--- src/rtl/btn_pkg.sv ---
// rtl/btn_pkg.sv - shared offsets, defaults and helpers for the button responder
package btn_pkg;

  localparam int DEF_NBTN            = 5;
  localparam int DEF_DEBOUNCE_CYCLES = 20000;
  localparam int DEF_CNT_W           = 8;

  localparam logic [11:0] OFF_STATE = 12'h000;
  localparam logic [11:0] OFF_EDGE  = 12'h004;
  localparam logic [11:0] OFF_COUNT = 12'h008;
  localparam logic [11:0] OFF_MASK  = 12'h00C;
  localparam logic [11:0] OFF_REL   = 12'h010;

  // Register index as seen on addr[4:2]
  typedef enum logic [2:0] {
    REG_STATE = OFF_STATE[4:2],
    REG_EDGE  = OFF_EDGE[4:2],
    REG_COUNT = OFF_COUNT[4:2],
    REG_MASK  = OFF_MASK[4:2],
    REG_REL   = OFF_REL[4:2]
  } btn_reg_e;

  // Bits needed to hold cycles-1, never less than one
  function automatic int cnt_width(input int cycles);
    return (cycles > 2) ? $clog2(cycles) : 1;
  endfunction

endpackage

--- src/rtl/btn_debounce.sv ---
// rtl/btn_debounce.sv - two-flop synchroniser plus hold-time debounce for one button
module btn_debounce
  import btn_pkg::*;
#(
  parameter int DEBOUNCE_CYCLES = DEF_DEBOUNCE_CYCLES
) (
  input  logic clk,
  input  logic rst,
  input  logic button,
  output logic stable,
  output logic rise_pulse,
  output logic fall_pulse
);

  localparam int CW = cnt_width(DEBOUNCE_CYCLES);
  localparam logic [CW-1:0] CNT_LAST = CW'(DEBOUNCE_CYCLES - 1);

  logic [1:0]    sync_q;
  logic [CW-1:0] cnt_q;
  logic          stable_q;
  logic          sync;
  logic          accept;

  assign sync       = sync_q[1];
  // The new level is accepted on the edge where the count would reach DEBOUNCE_CYCLES
  assign accept     = (sync != stable_q) && (cnt_q == CNT_LAST);
  assign rise_pulse = accept & sync;
  assign fall_pulse = accept & ~sync;
  assign stable     = stable_q;

  // Bring the asynchronous pad level into the clk domain
  always_ff @(posedge clk or negedge rst) begin
    if (!rst) sync_q <= '0;
    else      sync_q <= {sync_q[0], button};
  end

  // Count consecutive cycles of disagreement; any agreement restarts the count
  always_ff @(posedge clk or negedge rst) begin
    if (!rst) begin
      cnt_q    <= '0;
      stable_q <= 1'b0;
    end else if (sync == stable_q) begin
      cnt_q <= '0;
    end else if (accept) begin
      stable_q <= sync;
      cnt_q    <= '0;
    end else begin
      cnt_q <= cnt_q + 1'b1;
    end
  end

endmodule

--- src/rtl/interface_button_dbnc.sv ---
// rtl/interface_button_dbnc.sv - button responder: debounce, sticky flags, press counter, irq (option BTN_RELEASE_EDGE_EN)
module interface_button_dbnc
  import btn_pkg::*;
#(
  parameter int NBTN            = DEF_NBTN,
  parameter int DEBOUNCE_CYCLES = DEF_DEBOUNCE_CYCLES,
  parameter int CNT_W           = DEF_CNT_W
) (
  input  logic            clk,
  input  logic            rst,
  input  logic [11:0]     addr,
  input  logic            wen,
  input  logic [31:0]     wdata,
  output logic [31:0]     rdata,
  input  logic [NBTN-1:0] button,
  output logic            irq
);

  logic [NBTN-1:0]  stable;
  logic [NBTN-1:0]  rise;
  logic [NBTN-1:0]  fall;
  logic [NBTN-1:0]  edge_q;
  logic [NBTN-1:0]  mask_q;
  logic [CNT_W-1:0] count_q;
  logic [CNT_W-1:0] press_cnt;
  logic             hit;
  logic [2:0]       sel;
  logic             wr_edge;
  logic             wr_count;
  logic             wr_mask;
  logic             unused_bits;

  for (genvar i = 0; i < NBTN; i++) begin : g_btn
    btn_debounce #(.DEBOUNCE_CYCLES(DEBOUNCE_CYCLES)) u_dbnc (
      .clk       (clk),
      .rst       (rst),
      .button    (button[i]),
      .stable    (stable[i]),
      .rise_pulse(rise[i]),
      .fall_pulse(fall[i])
    );
  end

`ifdef BTN_RELEASE_EDGE_EN
  logic [NBTN-1:0] rel_q;
  logic            wr_rel;

  assign hit         = (addr[11:5] == '0);
  assign sel         = addr[4:2];
  assign wr_rel      = wen && hit && (sel == REG_REL);
  assign irq         = |(edge_q & mask_q) | |(rel_q & mask_q);
  assign unused_bits = ^{addr[1:0], wdata[31:NBTN]};

  // Sticky release flags; a release in the clearing cycle keeps its flag
  always_ff @(posedge clk or negedge rst) begin
    if (!rst) rel_q <= '0;
    else      rel_q <= (rel_q & ~(wr_rel ? wdata[NBTN-1:0] : '0)) | fall;
  end
`else
  assign hit         = (addr[11:4] == '0);
  assign sel         = {1'b0, addr[3:2]};
  assign irq         = |(edge_q & mask_q);
  assign unused_bits = ^{addr[1:0], wdata[31:NBTN], fall};
`endif

  assign wr_edge  = wen && hit && (sel == REG_EDGE);
  assign wr_count = wen && hit && (sel == REG_COUNT);
  assign wr_mask  = wen && hit && (sel == REG_MASK);

  // Number of buttons accepting a press this cycle
  always_comb begin
    press_cnt = '0;
    for (int i = 0; i < NBTN; i++) press_cnt = press_cnt + CNT_W'(rise[i]);
  end

  // Sticky press flags, press counter and interrupt mask
  always_ff @(posedge clk or negedge rst) begin
    if (!rst) begin
      edge_q  <= '0;
      count_q <= '0;
      mask_q  <= '0;
    end else begin
      edge_q  <= (edge_q & ~(wr_edge ? wdata[NBTN-1:0] : '0)) | rise;
      count_q <= wr_count ? '0 : count_q + press_cnt;
      if (wr_mask) mask_q <= wdata[NBTN-1:0];
    end
  end

  // Loads return the state as of the last edge; misses and unused bits read 0
  always_comb begin
    rdata = '0;
    if (hit) begin
      case (sel)
        REG_STATE: rdata[NBTN-1:0]  = stable;
        REG_EDGE:  rdata[NBTN-1:0]  = edge_q;
        REG_COUNT: rdata[CNT_W-1:0] = count_q;
        REG_MASK:  rdata[NBTN-1:0]  = mask_q;
`ifdef BTN_RELEASE_EDGE_EN
        REG_REL:   rdata[NBTN-1:0]  = rel_q;
`endif
        default:   rdata = '0;
      endcase
    end
  end

endmodule
--- config.mk ---
export PLATFORM = sky130hd
export DESIGN_NAME = interface_button_dbnc
export DESIGN_NICKNAME = d
export VERILOG_FILES = /design/src/rtl/btn_pkg.sv /design/src/rtl/btn_debounce.sv /design/src/rtl/interface_button_dbnc.sv
export SDC_FILE = /design/constraint.sdc
export NUM_CORES = 1
export LEC_CHECK = 0
export ABC_CLOCK_PERIOD_IN_PS = 4000
export CAP_MARGIN = 20
export CORE_ASPECT_RATIO = 1.1
export CORE_MARGIN = 2
export CORE_UTILIZATION = 29
export CTS_BUF_LIST = sky130_fd_sc_hd__clkbuf_4 sky130_fd_sc_hd__clkbuf_8
export DETAILED_ROUTE_END_ITERATION = 8
export GPL_ROUTABILITY_DRIVEN = 0
export MAX_ROUTING_LAYER = met4
export PLACE_DENSITY = 0.54
export SLEW_MARGIN = 20
export SYNTH_ARGS = -nofsm -noshare
export SYNTH_HDL_FRONTEND = slang
export SYNTH_HIERARCHICAL = 1
export SYNTH_SLANG_ARGS = --single-unit
--- constraint.sdc ---
create_clock -name clk -period 4 [get_ports clk]
set_input_delay 0.4 -clock clk [delete_from_list [all_inputs] [get_ports clk]]
set_output_delay 0.4 -clock clk [all_outputs]
set_load 0.01 [all_outputs]
==> results.md, run 1 <==
* 1st-pass router iterations at 4
* Worst Skew at 0.0108 ns
* DIE HEIGHT at 150 um
* Bufs on Longest Clock Path at 2
* Vias in the first global route at 3692
* Relative slew slack at 0.557
* Number of setup buffers added after CTS at 0
* Clock Latency Late Sink at 0.38 ns
* CP startpoint kind: flop
* # IOs at 85
* Vias per inst at 4.51
* Mapped cell area at 5640 um2
* Cell area power density at 310 nW/um2
* Yosys warns at 6
* Final setup TNS at 0 ns
* Largest net degree at the start of global routing at 53
* Nets at 647
* Min-delay worst type: in2async
* Hold-fix buffers, CTS at 0
* Routed WL at 10.8 mm
* Crit end category: flop
* Combinational power share at 0.060
* TritonCTS clock tree: yes
* Max rail drop VDD at 0.135 mV
* Pint at 1.52 mW
* Critical Path AT at 3.97 ns
* Leak at 2.63 nW
* Final setup violation count at 0
* CP max FO at 6
* Num CTS Buffers at 9
* Final hold viol count at 0
* Antenna violations before repair at 0
* Worst Path Required at 4.26 ns
* GR Util All Layers at 0.118
* Post-cts gate resize count at 0
* Post-DRT Antenna Nets at 0
* Setup CP Type: reg2reg
* Cells after Synth at 543
* Filler cell count at 1961
* Dpl hpwl at 7.94 mm
* GR Overflow Total at 0
* Sw power at 453 uW
* ANT cells at 0
* Slew @ Worst Pin at 0.664 ns
* Via count at 3759
* Share of layout cells above drive strength 1 at 0.114
* H-Tree Level Count at 3
* Site Rows at 53
* Clock power frac at 0.368
* Drt wl/cell at 12.9 um
* Flop pwr share at 0.572
* Sw Ratio at 0.230
* Root buffer cell: clkbuf_8
* Syn Area/Cell at 10.4 um2
* P&R area growth vs syn at 12.7%
* RSZ-0062 raised after global routing: no
* Max Clk Rate at 270 MHz
* Die ar. at 20600 um2
* IO Port Bufs at 31
* Max Cap Violations at 0
* Clock-pin slew on the worst setup and hold paths at 0.10 ns
* Fin crit period at 3.70 ns
* Count of pins over their slew limit at 0
* # clock sinks at 108
* Status: complete, no violations
* Total core area at 19100 um2
* Detailed-route DRC error count at 0
* Global-route wire length before repair at 18.5 mm
* Crit share post-route at 0.926
* Util after Layout at 0.333
* Initial core utilization at 0.295
* 1st-iter DRT viols at 138
* Die W at 137 um
worst max-delay path, cell delays in order (launching register included):
cell     delay [ns]
dfrtp_1        0.46
or4b_1         0.55
or3_1          0.32
nor4_1         0.20
buf_4          0.18
fa_1           0.38
inv_1          0.07
fa_1           0.41
inv_1          0.07
ha_1           0.18
fa_1           0.21
a21oi_1        0.09
nor3b_1        0.24
xnor2_1        0.15
nor2_1         0.06
worst paths after layout:
path / start / endpoint / slack, ns / cells past startpoint
setup / recovery: g_btn[0].u_dbnc/cnt_q[8] / count_q[6] / 0.30 / 14
hold / removal: rst / g_btn[1].u_dbnc/cnt_q[6] / 0.06 / 1
setup reg to reg: g_btn[0].u_dbnc/cnt_q[8] / count_q[6] / 0.30 / 14
hold reg to reg: g_btn[4].u_dbnc/sync_q[0] / g_btn[4].u_dbnc/sync_q[1] / 0.36 / 0
max in group asynchronous: rst / g_btn[0].u_dbnc/cnt_q[14] / 3.09 / 2
min in group clk: g_btn[4].u_dbnc/sync_q[0] / g_btn[4].u_dbnc/sync_q[1] / 0.36 / 0
flip-flops by register name (all words and copies together) (netlist names):
name / flops
g_btn.u_dbnc/cnt_q: 75
g_btn.u_dbnc/stable: 5
g_btn.u_dbnc/sync_q: 10
edge_q: 5
mask_q: 5
count_q: 8
layer usage:
metal  part of all wire  vias up  track usage
met5                  0        -            -
met4              0.010        0       0.0335
met3              0.039        9       0.0337
met2               0.46       62        0.176
met1               0.49     1815        0.157
li1                   -     1873            -
placed cells by master (no fill, tap or decap):
cell / n
nand2_1: 24
nor2b_1: 4
a222oi_1: 1
clkdlybuf4s50_1: 30
mux2_4: 10
nor2_1: 87
mux4_2: 5
fa_1: 3
or4_4: 5
or2_2: 10
bufinv_16: 2
xor2_1: 10
nand2b_4: 5
a21oi_1: 9
nor3b_1: 1
nor3_1: 15
dfrtp_1: 108
nor4_1: 20
or4b_1: 5
a21o_1: 5
clkbuf_8: 9
nand3_1: 31
or3_1: 10
xnor2_1: 61
clkinvlp_4: 2
clkbuf_4: 2
and4_1: 1
ha_1: 9
inv_1: 30
a22oi_1: 1
o21ai_0: 5
and3_1: 9
nor4_2: 2
and2_1: 1
conb_1: 24
or4b_4: 5
nand4_1: 16
buf_4: 10
through the flow:
stage,total power [mW],hold WS [ns],cell area [um2],setup slack (ns),cells
5_1_grt,2.08,0.0871,6360,0.0160,834
3_3_place_gp,1.27,0.340,6140,0.315,819
3_5_place_dp,1.27,0.336,6140,0.304,819
6_report,1.97,0.0552,6360,0.296,834
2_1_floorplan,1.23,0.104,5730,0.456,566
4_1_cts,2.01,0.0540,6360,0.253,834
power groups by stage:
stage / Sequential, mW / Combinational, mW / Clock [mW]
3_5_place_dp: 1.15 / 0.121 / 0
3_3_place_gp: 1.15 / 0.118 / 0
6_report: 1.13 / 0.117 / 0.726
4_1_cts: 1.13 / 0.122 / 0.764
5_1_grt: 1.13 / 0.136 / 0.810
2_1_floorplan: 1.15 / 0.0831 / 0
area by class of cell:
cell class	instances	area [um2]	share of cell area
clock buffer	11	139	0.0219
clock inverter	4	75.1	0.0118
inverter	30	113	0.0177
multi-input combinational	394	2640	0.416
sequential	108	2700	0.425
tap	247	309	0.0486
timing repair buffer	40	375	0.0591
Note: power is estimated with default switching activity, not from simulation.
==> inputs of run 2 (changes only) <==
--- a/config.mk
+++ b/config.mk
@@ -13,6 +13,7 @@
 export CTS_BUF_LIST = sky130_fd_sc_hd__clkbuf_4 sky130_fd_sc_hd__clkbuf_8
 export DETAILED_ROUTE_END_ITERATION = 8
 export GPL_ROUTABILITY_DRIVEN = 0
+export GPL_TIMING_DRIVEN = 0
 export MAX_ROUTING_LAYER = met4
 export PLACE_DENSITY = 0.54
 export SLEW_MARGIN = 20
==> results.md, run 2 (synthesis results as in run 1) <==
* Nets at 672 (+3.9%)
* Critical-path top delay cell: or4b_1
* Fin crit period at 3.77 ns (+0.0684 ns)
* Bufs and invs on worst path at 2 (-1)
* Max reg flops at 75 (unchanged)
* Crit end category: flop
* 1st-pass router iterations at 4 (unchanged)
* Max Clk Rate at 265 MHz (-1.8%)
* TritonCTS clock tree: yes
* Slew @ Worst Pin at 0.548 ns (-0.116 ns)
* Num CTS Buffers at 9 (unchanged)
* Root buffer cell: clkbuf_8
* Worst Path Required at 4.28 ns (+0.02 ns)
* Crit share post-route at 0.943 (+0.0171)
* CP Cell Sequence: or4b_1, or3_1, nor4_2, fa_1, inv_1, fa_1, inv_1, ha_1, fa_1, a21oi_1, nor3b_1, xnor2_1, nor2_1
* RSZ-0062 raised after global routing: no
* Register with the highest flop count: g_btn.u_dbnc/cnt_q
* Dpl hpwl at 8.20 mm (+3.3%)
* Setup CP Type: reg2reg
* Max Cap Violations at 0 (unchanged)
* Most frequent cells in the layout: dfrtp_1 (108), nor2_1 (87), xnor2_1 (61)
* Die ar. at 20600 um2 (unchanged)
* Site Rows at 53 (unchanged)
* Routed WL at 11.1 mm (+3.1%)
* 1st-iter DRT viols at 242 (+75%)
* Crit path max-delay family: simple AND/OR/NAND/NOR gates
* Clock-pin slew on the worst setup and hold paths at 0.11 ns (about the same)
* Clock Latency Late Sink at 0.39 ns (about the same)
* Worst Skew at 0.0121 ns (+0.00131 ns)
* Final hold viol count at 0 (unchanged)
* Final setup TNS at 0 ns (unchanged)
* Largest stage delay, worst path at 0.55 ns (about the same)
* Count of pins over their slew limit at 0 (unchanged)
* IO Port Bufs at 29 (-6.5%)
* Number of setup buffers added after CTS at 0 (unchanged)
* Worst path most repeated cell: fa_1
* Min-delay worst type: reg2reg
* Vias per inst at 4.54 (+0.67%)
* Critical Path AT at 4.05 ns (+0.08 ns)
* Detailed-route DRC error count at 0 (unchanged)
* P&R area growth vs syn at 17.6%
* GR Util All Layers at 0.117 (-0.000402)
* H-Tree Level Count at 3 (unchanged)
* Status: complete, no violations
* GR Overflow Total at 0 (unchanged)
* DIE HEIGHT at 150 um (unchanged)
* Max rail drop VDD at 0.131 mV (-3.3%)
* Regs by FF count: g_btn.u_dbnc/cnt_q x75, g_btn.u_dbnc/sync_q x10, count_q x8
* Initial core utilization at 0.295 (unchanged)
* Global-route wire length before repair at 18.4 mm (-0.37%)
* Antenna violations before repair at 0 (unchanged)
* Final setup violation count at 0 (unchanged)
* Largest net degree at the start of global routing at 57 (+7.5%)
* Drt wl/cell at 12.9 um (about the same)
* Total core area at 19100 um2 (unchanged)
* Die W at 137 um (unchanged)
* ANT cells at 0 (unchanged)
* Post-DRT Antenna Nets at 0 (unchanged)
* Leak at 2.80 nW (+6.7%)
* Cell area power density at 307 nW/um2 (-1.2%)
* Bufs on Longest Clock Path at 2 (unchanged)
* Hold Slack at 0.345 ns (+0.290 ns)
* Power Total at 2.03 mW (+3.0%)
* Cell area after placement at 6350 um2 (+3.4%)
* # IOs at 85 (unchanged)
* Relative slew slack at 0.631 (+0.0738)
* CP startpoint kind: flop
* Vias in the first global route at 3790 (+2.7%)
* # clock sinks at 108 (unchanged)
* Most common cell after layout, fill and taps aside: dfrtp_1
* CP max FO at 6 (unchanged)
* Filler cell count at 1910 (-2.6%)
* Post-route cell area at 6630 um2 (+4.3%)
* Via count at 3902 (+3.8%)
* Share of layout cells above drive strength 1 at 0.155 (+0.0408)
## run 2: changes by cell type in the layout (fill, tap and decap cells not counted), sizes merged
cell / change
inv: +2
clkdlybuf4s50: -2
dlygate4sd3: +1
clkinvlp: -1
buf: +24
clkinv: +1
clkbuf: +1
## run 2: report_power, final
group	internal (mW)	switching (mW)	leakage, nW
Clock	0.375	0.384	0.113
Combinational	0.0668	0.0774	1.25
Sequential	1.11	0.0189	1.44
Total	1.55	0.480	2.80
## run 2: layout make-up
| cell class | instances | area [um2] | share of cell area |
|---|---|---|---|
| buffer | 34 | 268 | 0.0404 |
| clock buffer | 10 | 138 | 0.0208 |
| clock inverter | 6 | 93.8 | 0.0142 |
| inverter | 30 | 113 | 0.0170 |
| multi-input combinational | 394 | 2680 | 0.404 |
| sequential | 108 | 2700 | 0.408 |
| tap | 247 | 309 | 0.0466 |
| timing repair buffer | 31 | 329 | 0.0496 |
## run 2: metal layers
layer | GRT usage | wire [um]
met3 | 0.0189 | 392
met1 | 0.151 | 5220
met5 | - | 0
met4 | 0.0526 | 185
met2 | 0.182 | 5330
## run 2: final timing paths
check	slack [ns]	from	cells after the start	end
max	0.23	g_btn[3].u_dbnc/cnt_q[8]	13	count_q[6]
min	0.34	g_btn[4].u_dbnc/sync_q[0]	0	g_btn[4].u_dbnc/sync_q[1]
max reg2reg	0.23	g_btn[3].u_dbnc/cnt_q[8]	13	count_q[6]
min reg2reg	0.34	g_btn[4].u_dbnc/sync_q[0]	0	g_btn[4].u_dbnc/sync_q[1]
max in group asynchronous	2.85	rst	3	g_btn[0].u_dbnc/cnt_q[14]
min in group asynchronous	0.52	rst	2	g_btn[1].u_dbnc/sync_q[0]
## run 2: stage by stage
step            util  std cells  worst slack, ns
4_1_cts        0.346        860           0.0104
3_3_place_gp   0.331        842            -1.62
5_1_grt        0.347        860         0.000749
6_report       0.347        860            0.227
3_5_place_dp   0.333        843          -0.0642
2_1_floorplan      -        566            0.456
## run 2: timing repair
action,4_1_cts,5_1_grt
hold buffers,1,0
hold endpoints to repair,55,0
endpoints found under the setup margin,1,2
resized for setup,1,4
==> inputs of run 3 (changes only) <==
--- a/config.mk
+++ b/config.mk
@@ -5,6 +5,7 @@
 export SDC_FILE = /design/constraint.sdc
 export NUM_CORES = 1
 export LEC_CHECK = 0
+export ABC_AREA = 1
 export ABC_CLOCK_PERIOD_IN_PS = 4000
 export CAP_MARGIN = 20
 export CORE_ASPECT_RATIO = 1.1
@@ -15,9 +16,10 @@
 export GPL_ROUTABILITY_DRIVEN = 0
 export GPL_TIMING_DRIVEN = 0
 export MAX_ROUTING_LAYER = met4
-export PLACE_DENSITY = 0.54
+export PLACE_DENSITY = 0.53
 export SLEW_MARGIN = 20
 export SYNTH_ARGS = -nofsm -noshare
 export SYNTH_HDL_FRONTEND = slang
 export SYNTH_HIERARCHICAL = 1
 export SYNTH_SLANG_ARGS = --single-unit
+export TNS_END_PERCENT = 5
==> results.md, run 3 <==
* Status: complete, no violations
* Routed WL at 13.7 mm (+23%)
* Cells after Synth at 855 (+57%)
* Cell area power density at 255 nW/um2 (-17%)
* Max reg flops at 75 (unchanged)
* # IOs at 85 (unchanged)
* Number of setup buffers added after CTS at 0 (unchanged)
* CP max FO at 5 (-1)
* Num CTS Buffers at 9 (unchanged)
* Finished Layout Cells at 1221 (+42%)
* Initial core utilization at 0.296 (+0.000324)
* Final setup violation count at 0 (unchanged)
* Hold Path Stages at 0 (unchanged)
* Min-delay worst type: reg2reg
* Vias in the first global route at 5236 (+38%)
* Clock-pin slew on the worst setup and hold paths at 0.11 ns (about the same)
* H-Tree Level Count at 3 (unchanged)
* Worst Path Required at 4.34 ns (+0.06 ns)
* Worst setup startpoint: g_btn[0].u_dbnc/cnt_q[0]
* Fin crit period at 3.32 ns (-0.448 ns)
* GR Overflow Total at 0 (unchanged)
* Site Rows at 57 (+7.5%)
* Final setup TNS at 0 ns (unchanged)
* Dpl hpwl at 10.2 mm (+24%)
* Max rail drop VDD at 0.137 mV (+4.8%)
* Via count at 5243 (+34%)
* Largest net degree at the start of global routing at 75 (+32%)
* IO Port Bufs at 30 (+3.4%)
* Leak at 3.39 nW (+21%)
* 1st-pass router iterations at 6 (+2)
* Detailed-route DRC error count at 0 (unchanged)
* Reg2reg path depth at 17 (+4)
* Crit share post-route at 0.831 (-0.112)
* Yosys warns at 6 (unchanged)
* Max Cap Violations at 0 (unchanged)
* Most common cell after layout, fill and taps aside: nand2_1
* Worst Skew at 0.0141 ns (+0.00194 ns)
* Worst reg2reg setup slack at 0.68 ns (+0.45 ns)
* Drt wl/cell at 11.2 um (-14%)
* Nets at 985 (+47%)
* Die ar. at 23800 um2 (+16%)
* ANT cells at 0 (unchanged)
* # clock sinks at 108 (unchanged)
* Regs by FF count: g_btn.u_dbnc/cnt_q x75, g_btn.u_dbnc/sync_q x10, count_q x8
* Share of layout cells above drive strength 1 at 0.180 (+0.0254)
* P&R area growth vs syn at 14.9%
* Max Clk Rate at 301 MHz (+13%)
* 1st-iter DRT viols at 210 (-13%)
* Global-route wire length before repair at 23.9 mm (+30%)
* GR Util All Layers at 0.126 (+0.00834)
* Post-DRT Antenna Nets at 0 (unchanged)
* Root buffer cell: clkbuf_8
* Final hold viol count at 0 (unchanged)
* Count of pins over their slew limit at 0 (unchanged)
* Clock Latency Late Sink at 0.40 ns (about the same)
* Vias per inst at 4.29 (-5.4%)
* Last element of the critical path: count_q[6]
* TritonCTS clock tree: yes
* Filler cell count at 2369 (+24%)
* Bufs on Longest Clock Path at 2 (unchanged)
* Critical R2R Capture: count_q[6]
* Setup CP Type: reg2reg
* Total core area at 22200 um2 (+16%)
* Mapped cell area at 6560 um2 (+16%)
* Most frequent cells in the layout: nand2_1 (173), nor2_1 (141), inv_1 (115)
* Die W at 147 um (+7.6%)
* Reg-to-reg startpoint: g_btn[0].u_dbnc/cnt_q[0]
* Inst Count DP at 1204 (+43%)
* Syn Area/Cell at 7.67 um2 (-26%)
* Antenna violations before repair at 0 (unchanged)
* Power Total at 1.92 mW (-5.4%)
* Register with the highest flop count: g_btn.u_dbnc/cnt_q
* Critical Path AT at 3.66 ns (-0.39 ns)
* RSZ-0062 raised after global routing: no
* Crit end category: flop
* Util after Layout at 0.340 (-0.00746)
* DIE HEIGHT at 162 um (+7.6%)
* CP startpoint kind: flop
## run 3: where the power goes
part	total (mW)	switching [mW]	internal (mW)	leakage, nW
clock	0.650	0.402	0.248	0.0864
sequential	1.12	0.0130	1.11	1.44
combinational	0.151	0.0904	0.0602	1.86
total	1.92	0.505	1.42	3.39
## run 3: worst max-delay path, cell delays in order, from the launching register on
cell,delay [ns]
dfrtp_1,0.41
ha_1,0.22
nand2_2,0.12
nor2_2,0.06
nand3_2,0.13
nor2_1,0.10
fa_1,0.55
inv_1,0.05
fa_1,0.47
inv_1,0.05
ha_1,0.20
fa_1,0.38
nand2_1,0.09
nand2_1,0.09
nand3_1,0.09
xor2_1,0.14
nand2_1,0.06
inv_1,0.05
## run 3: metrics by stage
stage                     setup slack [ns]  area [um2]  hold WS, ns
after floorplan                      0.922        6640        0.104
after global placement               -2.00        7310        0.332
after detailed placement             0.670        7340        0.320
after CTS                            0.625        7540        0.361
after global routing                 0.453        7540        0.365
final                                0.676        7540        0.348
## run 3: worst min path at each step
stage | from | to | slack [ns]
5_1_grt | g_btn[4].u_dbnc/sync_q[0] | g_btn[4].u_dbnc/sync_q[1] | 0.36
6_report | g_btn[4].u_dbnc/sync_q[0] | g_btn[4].u_dbnc/sync_q[1] | 0.35
3_3_place_gp | g_btn[2].u_dbnc/sync_q[0] | g_btn[2].u_dbnc/sync_q[1] | 0.33
4_1_cts | g_btn[3].u_dbnc/sync_q[0] | g_btn[3].u_dbnc/sync_q[1] | 0.36
2_1_floorplan | rst | count_q[0] | 0.10
3_5_place_dp | rst | g_btn[2].u_dbnc/cnt_q[8] | 0.32
## run 3: layer usage
metal	part of all wire	wire length (um)	GRT usage
met5	0	0	-
met4	0.018	250	0.0498
met3	0.024	332	0.0177
met2	0.47	6470	0.204
met1	0.48	6620	0.159
## run 3: what timing repair did
| action | 4_1_cts | 5_1_grt |
|---|---|---|
| gates resized for setup | 0 | 0 |
| hold buffers | 1 | 0 |
| setup endpoints to repair | 0 | 0 |
| endpoints found under the hold margin | 34 | 0 |
## run 3: layout make-up
type	count	area, um2	share of cell area
inverter	118	443	0.0588
timing repair buffer	32	339	0.0450
clock inverter	6	47.5	0.00631
clock buffer	10	138	0.0183
multi-input combinational	627	3310	0.439
sequential	108	2700	0.359
tap	295	369	0.0490
buffer	25	185	0.0246
